==> src/rtl/if_stage.sv <==
// if_stage: PC owner and instruction fetch with a small buffering FIFO toward decode
module if_stage #(
  parameter logic [31:0] RESET_PC = 32'h1C00_0000,
  parameter int unsigned DEPTH    = 4,
  parameter logic [31:0] NOP_INST = 32'h0340_0000
) (
  input  logic        clk,
  input  logic        rst,
  output logic        imem_req_o,
  output logic [31:0] imem_addr_o,
  input  logic        imem_ready_i,
  input  logic        imem_rvalid_i,
  input  logic [31:0] imem_rdata_i,
  input  logic        redirect_valid_i,
  input  logic [31:0] redirect_pc_i,
  output logic        inst_valid_o,
  output logic [31:0] inst_o,
  output logic [31:0] inst_pc_o,
  input  logic        id_ready_i
);
  localparam int AW = $clog2(DEPTH);
  localparam int CW = AW + 1;
  typedef enum logic [1:0] {FETCH, WAIT, DROP} state_t;
  state_t        state_q, state_d;
  logic [31:0]   pc_q, pc_d, req_pc_q;
  logic [CW-1:0] cnt_q, cnt_d;
  logic [AW-1:0] rd_q, rd_d, wr_q, wr_d;
  logic [31:0]   inst_mem_q [DEPTH];
  logic [31:0]   pc_mem_q [DEPTH];
  logic          accept, push, pop;
  assign imem_addr_o  = pc_q;
  assign inst_valid_o = cnt_q != '0;
  assign inst_o       = inst_valid_o ? inst_mem_q[rd_q] : NOP_INST;
  assign inst_pc_o    = inst_valid_o ? pc_mem_q[rd_q] : 32'h0;
  assign accept       = imem_req_o & imem_ready_i;
  assign push         = state_q == WAIT && imem_rvalid_i && !redirect_valid_i;
  assign pop          = inst_valid_o && id_ready_i && !redirect_valid_i;
  // Request issue, next PC, next state and FIFO bookkeeping; redirect overrides all
  always_comb begin
    imem_req_o = !rst && !redirect_valid_i &&
                 ((state_q == FETCH && cnt_q < CW'(DEPTH)) ||
                  (state_q == WAIT && imem_rvalid_i && cnt_q < CW'(DEPTH - 1)));
    state_d = state_q;
    pc_d    = pc_q;
    cnt_d   = cnt_q + CW'(push) - CW'(pop);
    rd_d    = rd_q + AW'(pop);
    wr_d    = wr_q + AW'(push);
    if (redirect_valid_i) begin
      pc_d    = {redirect_pc_i[31:2], 2'b00};
      state_d = (state_q != FETCH && !imem_rvalid_i) ? DROP : FETCH;
      cnt_d   = '0;
      rd_d    = '0;
      wr_d    = '0;
    end else begin
      pc_d    = accept ? pc_q + 32'd4 : pc_q;
      state_d = accept ? WAIT : (state_q != FETCH && imem_rvalid_i) ? FETCH : state_q;
    end
  end
  // Control state registers
  always_ff @(posedge clk) begin
    if (rst) begin
      state_q <= FETCH;
      pc_q    <= RESET_PC;
      cnt_q   <= '0;
      rd_q    <= '0;
      wr_q    <= '0;
    end else begin
      state_q <= state_d;
      pc_q    <= pc_d;
      cnt_q   <= cnt_d;
      rd_q    <= rd_d;
      wr_q    <= wr_d;
    end
  end
  // Remember the PC of the outstanding request and store returned words with it
  always_ff @(posedge clk) begin
    if (accept) req_pc_q <= pc_q;
    if (push) begin
      inst_mem_q[wr_q] <= imem_rdata_i;
      pc_mem_q[wr_q]   <= req_pc_q;
    end
  end
endmodule

==> config.mk <==
export PLATFORM = sky130hd
export DESIGN_NAME = if_stage
export DESIGN_NICKNAME = d
export VERILOG_FILES = /design/src/rtl/if_stage.sv
export SDC_FILE = /design/constraint.sdc
export NUM_CORES = 1
export LEC_CHECK = 0
export CORE_AREA = 10 10 251 193
export CTS_CLUSTER_SIZE = 8
export DETAILED_ROUTE_END_ITERATION = 16
export DIE_AREA = 0 0 261 203
export SYNTH_ARGS = -nofsm -noshare
export SYNTH_HDL_FRONTEND = slang
export SYNTH_SLANG_ARGS = --single-unit
==> constraint.sdc <==
create_clock -name clk -period 7.2 [get_ports clk]
set_clock_uncertainty 0.1 [all_clocks]
set_input_delay 0.72 -clock clk [delete_from_list [all_inputs] [get_ports clk]]
set_output_delay 0.72 -clock clk [all_outputs]
set_load 0.02 [all_outputs]
Yosys cells after proc, flatten, opt, wreduce, memory -nomap -nowiden
Memory sizes are Yosys's and may differ from the RTL's. A register that Yosys moved wholly into a read port is not among the register bits.
Index checks and enable logic that the tools add are counted.
- register bits: 73
- bits in writable memories: 256
- input bits: 70
- word-level logic and storage cells: 50
- memories kept: 2
- memories (name ; words ; bits a word ; read ports ; clocked after Yosys merged registers in ; wr ports ; RTL line ; RTL):
    inst_mem_q ; 4 ; 32 ; 1 ; 1 ; 1 ; 28 ; logic [31:0] inst_mem_q [DEPTH];
    pc_mem_q ; 4 ; 32 ; 1 ; 1 ; 1 ; 29 ; logic [31:0] pc_mem_q [DEPTH];
- $add $sub $neg: 5
- order comparisons: 2
- eq/ne operators: 1
- muxes and demuxes: 12
- bitwise operators: 1
- reduce and logical (&&, ||, !) cells: 20
- operators by type and width (kind ; number):
    2-to-1 mux 32 bit ; 4
    adder 32 x 3 -> 32 bit, second input constant ; 1
    2-to-1 mux 2 bit ; 6
    logical AND 1 bit ; 10
    nonzero test 3 bit ; 2
    adder 2 x 1 -> 2 bit ; 2
    nonzero test 2 bit ; 2
    adder 3 x 1 -> 3 bit ; 1
    zero test 1 bit ; 3
    < comparator 3 x 2 -> 1 bit, second input constant ; 1
    < comparator 3 bit, second input constant ; 1
    subtractor 3 x 1 -> 3 bit ; 1
    == test 2 x 1 -> 1 bit, second input constant ; 1
    zero test 2 bit ; 1
    2-to-1 mux 1 bit ; 2
    OR reduction 2 bit ; 1
    AND 1 bit ; 1
    logical OR 1 bit ; 1

Logic depth before layout (Yosys ltp)
Gate-level depths: netlist (run 1).
- word-level depth: 8
- mapped depth: 9

Worst setup path after synthesis (run 1)
Ideal clock, no wire load.
- path type: input -> register
- from: input imem_rvalid_i
- to: memory inst_mem_q[0][0], enable pin
- arrival: 5640 ps
- setup slack: 889 ps
- cell stages on the path: 3
- buffers on the path: 0
- cell sequence: nor2b_1 and3_1 nor3b_1
- cells in the longest elaborated chain, start to end: 4
- RTL lines (element ; RTL line ; RTL):
    from (decl) ; 12 ; input logic imem_rvalid_i,
    logical AND 1 bit (2 in series) ; 36 ; assign push = state_q == WAIT && imem_rvalid_i && !redirect_valid_i;
    2-to-1 mux 1 bit ; 78 ; if (push) begin
    2-to-1 mux 1 bit (not written as such) ; 79 ; inst_mem_q[wr_q] <= imem_rdata_i;
    to (decl) ; 28 ;
No other way between the ends.

==> flow_summary.toml, run 1 <==
[routing]
avgRoutedWirePerCell_um = 21.2
drt_first_pass_iters = 4
via_count = 7051
viasPerCell = 4.73
drc = 0
drt_iter0_markers = 452
ant_nets = 0
routed_wl_um = 31600

[synthesis]
avgSynthCellArea_sq_um = 17.7
async_reset_ff_share_pct = 0
synth_warnings = 0
synthCells = 706
synth_top_area_share_pct = 66.6
yosysSeqAreaShare_pct = 72.9
yosys-top-cells-area = "edfxtp_1 67%, mux4_2 11%, dfxtp_1 6.2%"
synth_edf_count = 278
synth_area_sq_um = 12500
yosys_register_bits = 317
synth.distinct_cells = 57
ys.flop_type = "edfxtp_1"
yosysTopAreaCell = "edfxtp_1"

[global_route]
grtUsageTotal_pct = 11.8
antenna_found_initial = 1
grt_pass1_wl_um = 47900
grt_pass1_vias = 7387
grt_max_degree = 64
grt_overflow = 0

[sta]
setup_viol = 0
drv_slew = 0
layout_min_cycle_time_ns = 4.38
rsz0062_at_grt = "no"
hold_viol_final = 0
worst-slew-pin-transition_ns = 1.17
slew_headroom_pct = 21.7
finalCritPeriodShare_pct = 60.8
fmax_mhz = 228
fin_tns_setup_ns = 0

[worst_setup_path]
cp.required_ns = 6.38
cp-end-kind = "output pin"
crit_path_cell_trace = "buf_4 > mux4_2 > or2_2 > clkdlybuf4s50_1"
cp_slowest_cell = "dfxtp_4"
path_max_fanout = 45
crit_arrival_ns = 3.56
crit_type = "register to output pin"
worstSetupStartpointType = "register"
cpPeakStageDelay_ns = 1.07
rrSetupSlack_ns = 4.16

[floorplanning]
fp.dieH_um = 203
die_w_um = 261
core_area_sq_um = 43200
start_util_pct = 29.0
rows = 66
fp.dieArea_sq_um = 53000
pin_count = 168

[run]
max_cap_viol_count = 0

[pwr]
power.share.clock_pct = 46.7
p_per_area_nw_per_um2 = 256
comb_power_share_pct = 3.6
seqPwrFrac_pct = 49.8
sw_frac_of_total_pct = 20.7
cellLeakagePower_nw = 5.06
ir_drop_mv = 0.161
switching_power_uw = 850
p_int_mw = 3.26
power.total_mw = 4.11

[cells_and_area]
nets = 964
final_cell_area_sq_um = 16100
synthToLayoutAreaGrowth_pct = 28.4
multi_input_area_sq_um = 3220
drive_gt1_share_pct = 16.2
final_cell_mix = "278 x edfxtp_1, 161 x clkdlybuf4s50_1, 65 x and2_1"
diodes = 0
final_common_cell = "edfxtp_1"
regArea_sq_um = 9140
fillers = 4046

[clock_network]
cts_tree = "done"
cts.sinks = 317
clkLatencyLatePin_ns = 0.55
postCtsSetupBuffers = 0
ctsResizeCount = 0
cts_inserted_buffers = 45
htreeDepth = 2
path_clk_slew_ns = 0.05
clockBufferDepth = 3
cts-root-buf = "clkbuf_16"
cts_hold_buf = 0

[placed_design]
io_buffer_count = 161
hpwl_um = 19300
routabilityCongestion = 0.793
placed_area_sq_um = 14800

[min_path]
hold_path_class = "register to register"

[run_status]
outcome = "finished, final reports clean"
==> critical path: cells and delay by family, from the launching register on <==
family	cells	cell delay (ns)
buf+inv	2	1.07
simple gates	1	0.30
flops	1	1.07
mux	1	0.55
==> metal layers <==
metal | GRT usage [%] | share of wire (%) | up-vias
met3 | 3.89 | 8.1 | 42
met4 | 3.21 | 1.7 | 0
li1 | - | - | 3156
met1 | 15.9 | 44 | 3593
met2 | 17.9 | 46 | 260
met5 | 0 | 0 | -
==> state kept, by name, summed over array words and instances, names as in the netlist <==
signal	flops
state_q	2
imem_addr_o	30
inst_mem_q	128
req_pc_q	30
rd_q	2
pc_mem_q	120
wr_q	2
cnt_q	3
==> cell type report <==
class / count / share of cell area (%)
flip-flops and latches: 317 / 56.8
repair buffers: 171 / 10.5
inverters: 10 / 0.249
clock inverters: 2 / 0.241
multi-input cells: 344 / 20.0
well taps: 578 / 4.50
clock buffers: 68 / 7.73
==> Yosys cell counts, types with 7 or more instances <==
library cell and instances:
and2_1 65, o21ai_1 7, o21ai_0 7, a31oi_1 17, nor2_1 33, nand4_1 13
xor2_1 7, a21oi_1 11, nand3_1 12, buf_2 10, edfxtp_1 278, nand2_1 25
nor3_1 7, and3_1 7, inv_1 8, dfxtp_1 39, mux4_2 62, clkbuf_1 21
==> final timing paths <==
| kind | startpoint | end | depth (start not counted) |
|---|---|---|---|
| worst min-delay path | req_pc_q[5] | pc_mem_q[1][5] | 0 |
| worst max-delay path | rd_q[0] | inst_o[25] | 4 |
| worst min register to register | req_pc_q[5] | pc_mem_q[1][5] | 0 |
| worst max register to register | cnt_q[2] | imem_addr_o[29] | 9 |
==> metrics by stage <==
step                      instances  hold slack (ns)  setup WS [ns]  util, %
after floorplan                 709            0.359          0.889        -
after detailed placement       1420            0.386           2.71     34.3
after CTS                      1490            0.394           2.65     37.2
final                          1490            0.397           2.82     37.2
after global routing           1490            0.420           2.51     37.2
after global placement         1420            0.377           2.74     34.3
==> logic make-up after synthesis <==
group	Yosys count	share of synthesized area, %
AO/OA/AOI/OAI	66	3.51
XOR/XNOR	13	0.909
adder cells (fa/ha/maj)	5	0.559
buffers and inverters	48	1.71
flip-flops	317	72.9
multiplexers	65	11.4
other	1	0.0299
AND/OR/NAND/NOR	191	9.00
==> power by group through the flow <==
stage          logic [mW]  registers [mW]  clock network (mW)
3_3_place_gp        0.146            2.08                   0
5_1_grt             0.158            2.05                2.06
2_1_floorplan      0.0501            2.08                   0
6_report            0.146            2.05                1.92
3_5_place_dp        0.147            2.08                   0
4_1_cts             0.148            2.05                1.98
Power figures use the tool's default switching activity.
==> inputs of run 2 (changes only) <==
- clock period: 7.2 -> 4 ns (I/O delays scaled with it)
==> flow_summary.toml, run 2 (synthesis gave the netlist of run 1 again) <==
[sta]
fin_tns_setup_ns = 0
rsz0062_at_grt = "no"
worst-slew-pin-transition_ns = 1.16
hold_viol_final = 0
fmax_mhz = 285
setup_viol = 0
drv_slew = 0
finalCritPeriodShare_pct = 87.6
layout_min_cycle_time_ns = 3.50
slew_headroom_pct = 22.4

[min_path]
hold_path_class = "input pin to register"
hold_depth = 3

[clock_network]
cts.sinks = 317
cts-root-buf = "clkbuf_16"
cts_inserted_buffers = 45
path_clk_slew_ns = 0.05
htreeDepth = 2
clockBufferDepth = 3
clkLatencyLatePin_ns = 0.54
cts_hold_buf = 0
cts_tree = "done"
postCtsSetupBuffers = 0
ctsResizeCount = 0

[routing]
drc = 0
routed_wl_um = 31600
via_count = 7029
ant_nets = 0
viasPerCell = 4.70
drt_first_pass_iters = 5
avgRoutedWirePerCell_um = 21.1
drt_iter0_markers = 617

[floorplanning]
start_util_pct = 29.0
fp.dieH_um = 203
die_w_um = 261
pin_count = 168
core_area_sq_um = 43200
fp.dieArea_sq_um = 53000
rows = 66

[placed_design]
hpwl_um = 20600
routabilityCongestion = 0.786
io_buffer_count = 161

[worst_setup_path]
crit_arrival_ns = 3.00
endpoint = "inst_pc_o[20]"
cp_num_buf_inv = 3
worstSetupStartpointType = "register"
reg2reg_to = "cnt_q[2]"
rrSetupSlack_ns = 0.99
cp.depth = 5
startpoint = "cnt_q[1]"
rr_startpoint = "cnt_q[1]"
crit_path_cell_trace = "nor3_1 > inv_2 > buf_12 > and2_1 > clkdlybuf4s50_1"
crit_family = "buffers and inverters"
path_max_fanout = 47
cpPeakStageDelay_ns = 0.70
cp.required_ns = 3.50
cp-end-kind = "output pin"
reg2reg_depth = 10
cp_slowest_cell = "nor3_1"
crit_type = "register to output pin"

[global_route]
antenna_found_initial = 1
grt_overflow = 0
grtUsageTotal_pct = 11.7
grt_pass1_vias = 7295
grt_max_degree = 48
grt_pass1_wl_um = 47500

[pwr]
p_per_area_nw_per_um2 = 452
cellLeakagePower_nw = 5.09
ir_drop_mv = 0.265

[cells_and_area]
final_common_cell = "edfxtp_1"
drive_gt1_share_pct = 17.0
largest_reg_flops = 128
nets = 973
reg.largest.list = "inst_mem_q: 128 flops, pc_mem_q: 120 flops"
synthToLayoutAreaGrowth_pct = 29.0
regMostFlops = "inst_mem_q"
final_cell_mix = "278 x edfxtp_1, 161 x clkdlybuf4s50_1, 65 x and2_1"
fillers = 4011
fin_util_pct = 37.4

[run]
max_cap_viol_count = 0

[run_status]
outcome = "finished, final reports clean"
## run 2: worst min-delay path by stage
stage | start | end | slack [ns]
4_1_cts | redirect_pc_i[9] | imem_addr_o[9] | 0.32
2_1_floorplan | req_pc_q[10] | pc_mem_q[0][10] | 0.36
6_report | redirect_pc_i[9] | imem_addr_o[9] | 0.34
3_5_place_dp | req_pc_q[3] | pc_mem_q[1][3] | 0.39
5_1_grt | redirect_pc_i[23] | imem_addr_o[23] | 0.33
3_3_place_gp | req_pc_q[20] | pc_mem_q[2][20] | 0.38
## run 2: routing by layer
metal | track usage [%] | up-vias | wire length (um)
li1 | - | 3177 | -
met3 | 4.08 | 60 | 2730
met2 | 17.1 | 254 | 13600
met4 | 3.15 | 0 | 636
met5 | 0 | - | 0
met1 | 16.3 | 3538 | 14600
## run 2: cell type report
cell class                      count  area, sq um  share of cell area, %
Clock inverter                      2         17.5                  0.108
Clock buffer                       65         1210                   7.50
Timing Repair Buffer              180         1800                   11.2
Sequential cell                   317         9140                   56.5
Inverter                           10         40.0                  0.248
Multi-Input combinational cell    344         3220                   19.9
Tap cell                          578          723                   4.48
Antenna cell                        1         2.50                 0.0155
## run 2: per-stage QoR
step                      hold slack [ns]  setup slack, ns  area (sq um)  power (mW)  cells
after floorplan                     0.359          0.00640         12500        3.84    709
after global placement              0.378            0.991         14900        4.01   1429
after detailed placement            0.385            0.979         14900        4.01   1429
after CTS                           0.318            0.422         16200        7.42   1496
after global routing                0.334            0.300         16200        7.60   1496
final                               0.344            0.495         16200        7.31   1497
## run 2: worst register-to-register path, cell delays in order, from the launching register on
cell	delay, ns
dfxtp_1	0.33
nor3_1	0.70
inv_2	0.36
buf_12	0.30
nand2_1	0.15
xnor2_1	0.13
nor2_1	0.06
ha_1	0.20
fa_1	0.37
xnor2_1	0.16
nor2_1	0.05
## run 2: power breakdown
group / switching, mW / total [mW] / internal (mW)
Combinational: 0.137 / 0.267 / 0.130
Clock: 1.30 / 3.36 / 2.06
Sequential: 0.0555 / 3.68 / 3.63
